### src/rtl/rob.sv
// rob -- reorder buffer for the out-of-order core.
//
// Instructions arrive in program order from issue, results are captured from
// the common data bus (CDB), and completed entries retire in order, one per
// cycle, through a registered commit port that drives the register file.
//
// Optional feature macro: ROB_FLUSH_EN (adds the `flush` input for branch
// mispredict / exception recovery). Default build has no flush port.
//
// Ports:
//   clk_in, rst_in      clock, synchronous active-high reset
//   rdy_in              global ready; low freezes all state (commit_valid -> 0)
//   issue_valid/rd      instruction from issue stage
//   issue_tag           tag the instruction will get (current tail, comb.)
//   full, empty         registered occupancy flags
//   cdb_valid/tag/value result broadcast
//   commit_valid/rd/value/tag  registered retirement port
//   flush               (ROB_FLUSH_EN only) discard all in-flight entries
module rob #(
    parameter int ROB_SIZE = 16,
    parameter int TAG_W    = 4
) (
    input  logic             clk_in,
    input  logic             rst_in,
    input  logic             rdy_in,
    input  logic             issue_valid,
    input  logic [4:0]       issue_rd,
    output logic [TAG_W-1:0] issue_tag,
    output logic             full,
    output logic             empty,
    input  logic             cdb_valid,
    input  logic [TAG_W-1:0] cdb_tag,
    input  logic [31:0]      cdb_value,
    output logic             commit_valid,
    output logic [4:0]       commit_rd,
    output logic [31:0]      commit_value,
    output logic [TAG_W-1:0] commit_tag
`ifdef ROB_FLUSH_EN
    ,
    input  logic             flush
`endif
);

    logic [ROB_SIZE-1:0] busy;
    logic [ROB_SIZE-1:0] ready;
    logic [4:0]          rd_mem    [ROB_SIZE];
    logic [31:0]         value_mem [ROB_SIZE];

    logic [TAG_W-1:0]    head;
    logic [TAG_W-1:0]    tail;
    logic [TAG_W:0]      count;
    logic [TAG_W:0]      count_nxt;

    logic                flush_hit;
    logic                accept;
    logic                retire;
    logic                cdb_hit;

`ifdef ROB_FLUSH_EN
    assign flush_hit = rdy_in && flush;
`else
    assign flush_hit = 1'b0;
`endif

    // Flush outranks every other action in the same cycle.
    assign accept  = rdy_in && !flush_hit && issue_valid && !full;
    assign retire  = rdy_in && !flush_hit && busy[head] && ready[head];
    assign cdb_hit = rdy_in && !flush_hit && cdb_valid && busy[cdb_tag];

    assign issue_tag = tail;

    assign count_nxt = count + (TAG_W+1)'(accept) - (TAG_W+1)'(retire);

    // Pointers, occupancy and flags.
    always_ff @(posedge clk_in) begin
        if (rst_in) begin
            head  <= '0;
            tail  <= '0;
            count <= '0;
            full  <= 1'b0;
            empty <= 1'b1;
        end else if (flush_hit) begin
            head  <= '0;
            tail  <= '0;
            count <= '0;
            full  <= 1'b0;
            empty <= 1'b1;
        end else if (rdy_in) begin
            if (accept) tail <= tail + 1'b1;
            if (retire) head <= head + 1'b1;
            count <= count_nxt;
            full  <= (count_nxt == (TAG_W+1)'(ROB_SIZE));
            empty <= (count_nxt == '0);
        end
    end

    // Entry status bits. The retire clear is written after the CDB set so a
    // late CDB hit on the retiring head cannot leave a stale ready behind.
    always_ff @(posedge clk_in) begin
        if (rst_in || flush_hit) begin
            busy  <= '0;
            ready <= '0;
        end else if (rdy_in) begin
            if (cdb_hit) ready[cdb_tag] <= 1'b1;
            if (retire) begin
                busy[head]  <= 1'b0;
                ready[head] <= 1'b0;
            end
            if (accept) begin
                busy[tail]  <= 1'b1;
                ready[tail] <= 1'b0;
            end
        end
    end

    // Payload storage needs no reset: it is only read once busy/ready say so.
    always_ff @(posedge clk_in) begin
        if (accept)  rd_mem[tail]       <= issue_rd;
        if (cdb_hit) value_mem[cdb_tag] <= cdb_value;
    end

    // Commit port. Payload holds between retirements; the valid strobe is a
    // single-cycle pulse and is suppressed for x0 destinations.
    always_ff @(posedge clk_in) begin
        if (rst_in) begin
            commit_valid <= 1'b0;
            commit_rd    <= '0;
            commit_value <= '0;
            commit_tag   <= '0;
        end else if (!rdy_in || flush_hit) begin
            commit_valid <= 1'b0;
        end else if (retire) begin
            commit_valid <= (rd_mem[head] != 5'd0);
            commit_rd    <= rd_mem[head];
            commit_value <= value_mem[head];
            commit_tag   <= head;
        end else begin
            commit_valid <= 1'b0;
        end
    end

endmodule

### config.mk
export PLATFORM = sky130hd
export DESIGN_NAME = rob
export DESIGN_NICKNAME = d
export VERILOG_FILES = /design/src/rtl/rob.sv
export SDC_FILE = /design/constraint.sdc
export NUM_CORES = 1
export LEC_CHECK = 0
export ABC_AREA = 1
export ABC_CLOCK_PERIOD_IN_PS = 8000
export BUFFER_PORTS_ARGS = -buffer_cell sky130_fd_sc_hd__buf_2
export CORE_UTILIZATION = 45
export CTS_CLUSTER_DIAMETER = 100
export DETAILED_ROUTE_END_ITERATION = 7
export PLACE_DENSITY = 0.61
export SETUP_SLACK_MARGIN = 0.15
export SYNTH_ARGS = -nofsm -noshare
export SYNTH_HDL_FRONTEND = slang
export SYNTH_SLANG_ARGS = --single-unit
### constraint.sdc
create_clock -name clk_in -period 8 [get_ports clk_in]
set_input_delay 0.8 -clock clk_in [delete_from_list [all_inputs] [get_ports clk_in]]
set_output_delay 0.8 -clock clk_in [all_outputs]
set_load 0.03 [all_outputs]
# == Word level (Yosys, flattened, before mapping) ==
# Memory sizes are Yosys's and may differ from the RTL's. A register that Yosys moved wholly into a read port is not among the register bits.
# Cells that the tools add are included.
# totals
regBits,57
latchBits,0
mem_bits_rw,592
mem_bits_ro,0
inputBits,46
out_inout_bits,48
word_cells,76
memories,2
# memory_table
memory,words,word_bits,read_ports,rd_ports_with_merged_regs,wr,line,rtl
value_mem,16,32,1,1,1,47,logic [31:0] value_mem [ROB_SIZE];
rd_mem,16,5,1,1,1,46,logic [4:0] rd_mem [ROB_SIZE];
# classes
add_sub_neg,4
mul,0
n_div,0
n_lt_le_gt_ge,6
eq_ne,1
shifts,0
muxes,29
n_bitwise,9
reduce_logical,15
# op_table
cell,n
16-bit two-way mux,11
16-bit bitwise AND,3
16-bit NOT,2
16-bit OR,2
"4-bit by 5-bit < comparator with 1-bit output, second input constant",3
1-bit binary-select mux with 4-bit select,3
1-bit demux with 4-bit select,3
"4-bit by 1-bit greater-or-equal comparator with 1-bit output, second input constant",3
1-bit two-way mux,10
1-bit logical AND,9
"4-bit by 1-bit adder with 4-bit output, second input constant",2
4-bit two-way mux,2
5-bit by 1-bit adder with 5-bit output,1
"5-bit == test, second input constant",1
5-bit logical NOT,1
5-bit nonzero test,1
5-bit by 1-bit subtractor with 5-bit output,1
2-bit AND reduction,2
3-bit OR reduction,1
1-bit NOT,2
1-bit logical NOT,1

# == Depth between registers and ports, before layout ==
# depth
depth_word,14
ltp_mapped,24
depth_no_buf,22

# == Worst setup path before layout ==
# OpenSTA, ideal clock, no wires.
# synth_path
kind,input-to-reg
from,input cdb_tag[1]
to,"memory value_mem[0][0], enable pin"
setup_time_ns,0.421
arrival_time_ns,3.117
required_ns,7.579
setup_slack_ns,4.462
path_stages,11
path_buffers,1
cell_sequence,inv_1 nor2_1 nand2_1 nand4_1 nand2_1 nand2_1 nor2_1 nor2_1 buf_2 nand2_1 nor2_1
# synth_via
elab_chain_cells,5
# synth_rtl
item,line,rtl
start: declaration,32,"input logic [TAG_W-1:0] cdb_tag,"
1-bit binary-select mux with 4-bit select,68,assign cdb_hit = rdy_in && !flush_hit && cdb_valid && busy[cdb_tag];
1-bit two-way mux (implied by the code),68,
1-bit logical AND,68,
1-bit two-way mux,119,if (cdb_hit) value_mem[cdb_tag] <= cdb_value;
1-bit two-way mux (implied by the code),119,
end: declaration,47,
# Parallel ways exist; a longest one is shown, timed or not. The select of a mux whose other input is x is not followed.

# == Worst setup path after layout ==
# layout_path
from,register head[1]
to,register full
# layout_via
elab_chain_cells,6
word_cells_on_any_way,8
cone_classes,add/sub: 1; eq/ne: 1; mux: 4; reduce/logical: 2
# layout_rtl
item,line,rtl
start: declaration,49,logic [TAG_W-1:0] head;
start signal: assignment,90,if (retire) head <= head + 1'b1;
1-bit binary-select mux with 4-bit select,67,assign retire = rdy_in && !flush_hit && busy[head] && ready[head];
1-bit two-way mux (implied by the code),67,
1-bit logical AND,67,
1-bit logical AND (*),67,
5-bit by 1-bit subtractor with 5-bit output (*),72,assign count_nxt = count + (TAG_W+1)'(accept) - (TAG_W+1)'(retire);
5-bit == test (*),92,full <= (count_nxt == (TAG_W+1)'(ROB_SIZE));
end signal: assignment,92,
end: declaration,29,"output logic full,"
# Every way passes the cells marked *; elsewhere a longest branch is shown, timed or not. The select of a mux whose other input is x is not followed.
# A chain may end at the register's enable or synchronous reset.

==> out/results.txt <==
Reg-to-Reg Start: head[1]
R2R setup slack: 1740 ps
vias in the first global route: 17900
CTS tree: built
final hold slack: 464 ps
share of power burned in registers: 53.0%
all-layer global routing usage: 22.7%
Final Cycle Share: 78.2%
power share of the clock group: 44.8%
I/O Pins: 94
clock slew at reported path FFs: 60 ps
routed wire length per instance: 21.5 um
actual slew at the worst max-slew pin: 1270 ps
Post-synth EDFFs: 592
Clock Sinks: 685
Critical Path Start Type: flip-flop
filler instances: 5200
#FFs+latches synth: 685
Die Area: 62300 sq um
leakage power: 10.8 nW
sequential area share after synthesis: 71.2%
starting density of the core: 45.6%
post-CTS sizing: 0
ANT nets after route: 0
HP Class: reg -> reg
via count: 18700
Pint: 5.88 mW
final std cells w/o fill: 3325
Placed Instances: 3193
Required @ worst endpoint: 8450 ps
Mapped Area: 27600 sq um
most common cell in the netlist: edfxtp_1
Post-Syn Nets: 2490
antenna violations before repair: 8
Tmin final: 6260 ps
area grow syn2layout: 12.9%
Peak VDD IR: 0.000164 V
Via density: 5.64
setup bufs post-CTS: 0
YS warnings: 0
PD cells: 236 nW/um^2
Final GP Congestion: 0.866
H-Tree Level Count: 3
max frequency: 160 MHz
Slew Viols, Final: 0
Gate power share: 2.2%
routed wire length: 71.6 mm
area of the multi-input gates: 7010 sq um
register area: 19600 sq um
I/O Buffers: 93
Design Power: 7.35 mW
ys async rst share: 0%
leading area contributor after synthesis: edfxtp_1
layout cells sized above 1: 10.2%
fin area: 31200 sq um
Main synth FF type: edfxtp_1
Worst Clk Skew: 19.9 ps
switching power total: 1.47 mW
remaining global-route overflow: 0
initial DRC count: 1785
Netlist cell types: 31
site row count: 90
# setup viols final: 0
core area: 60500 sq um
clk_lat worst skew: 610 ps
RSZ-0062 raised after global routing: false
Post-synth top cells: 592 x edfxtp_1, 401 x nand2_1, 368 x nor2_1
Nets: 2544
crit-path max FO: 71
Max-Cap Viols: 0
Post-DP Area: 28800 sq um
syn avg cell area: 11.4 sq um
hold_sp: commit_value[29]
drt pass-1 iters: 7
critical path launch point: head[1]
setup TNS: 0 ps
total CTS buffers: 71
outcome: complete, no violations
crit path DAT: 6710 ps
Hold-fix buffers, CTS: 0
share of the synthesized area in the top cell type: 64.4%
Synth area leaders: edfxtp_1 64%, dfxtp_1 6.7%, o21ai_0 5.5%
DP Wirelength: 36.6 mm
Switching Share: 20.0%
Vert. Die Dim: 250 um
crit path kind: reg -> reg
first-pass GRT wire length: 108 mm
DRC Markers: 0
Crit. End Element: flip-flop
relative slew slack: 14.8%
clk root buf: clkbuf_16
CTS max path bufs: 3
Syn Inst Count: 2430
final hold violation count: 0
Die Width: 250 um
largest net degree at the start of global routing: 206
## cell type report
class / instances / area share (%)
flip-flops and latches: 685 / 63.0
multi-input cells: 1477 / 22.5
clock buffers: 100 / 6.45
well taps: 782 / 3.14
repair buffers: 128 / 2.38
inverters: 121 / 1.49
clock inverters: 29 / 0.988
diodes: 3 / 0.0241
## layer usage
metal / GRT usage, % / share of wire, %
met4: 7.69 / 2.5
met3: 3.64 / 6.0
met1: 31.3 / 44
met2: 36.6 / 47
met5: 0 / 0.057
## through the flow
stage          utilization, %  setup WS [ps]
5_1_grt                  51.5           1340
4_1_cts                  51.5           1760
6_report                 51.5           1740
2_1_floorplan               -           4460
3_3_place_gp             47.7           1960
3_5_place_dp             47.7           1800
## flip-flops by register name (all words and copies together) (netlist names), named ones only
name          count
full              1
commit_value     32
commit_valid      1
ready            16
commit_tag        4
busy             16
issue_tag         4
value_mem       512
count             5
commit_rd         5
empty             1
head              4
rd_mem           80
## worst paths after layout
kind / cells after the start / end
setup reg to reg: 18 / full
setup / recovery: 18 / full
hold / removal: 2 / commit_value[29]
hold reg to reg: 2 / commit_value[29]
## power by group through the flow
stage | clock network [mW] | registers, mW | logic, mW
2_1_floorplan | 0 | 3.98 | 0.0740
3_3_place_gp | 0 | 3.98 | 0.155
3_5_place_dp | 0 | 3.98 | 0.161
4_1_cts | 3.35 | 3.90 | 0.161
5_1_grt | 3.48 | 3.90 | 0.179
6_report | 3.29 | 3.90 | 0.161
## critical path, cell delays in order (launching register included)
cell and delay (ps):
dfxtp_4 790, clkinv_2 1080, nand3_1 390, nand2_1 90, nand2_1 80, nand3_2 90
nor2_4 350, nand2_4 530, inv_4 690, ha_1 350, inv_1 50, ha_1 160
inv_1 60, fa_1 430, o21ai_0 240, xor2_1 260, nor2_1 70, a22oi_1 190
nor2_1 70
## logic make-up after synthesis
| family | count (synthesis) | share of synthesized area [%] |
|---|---|---|
| flip-flops | 685 | 71.2 |
| buffers and inverters | 268 | 3.98 |
| XOR/XNOR | 5 | 0.159 |
| AO/OA/AOI/OAI | 561 | 10.9 |
| adder cells (fa/ha/maj) | 14 | 0.662 |
| AND/OR/NAND/NOR | 897 | 13.1 |
## cells in the final DEF (no fill, tap or decap), types with 21 or more instances in the layout
master       n
nand4_1     36
nor2_1     349
buf_4       34
dfxtp_1     90
clkbuf_16   75
edfxtp_1   592
o21ai_0    301
nand2_1    401
nand3_1     71
clkbuf_1    21
a21oi_1    102
inv_1      111
buf_2       93
o22ai_1    128
(Power assumes the default switching activity.)
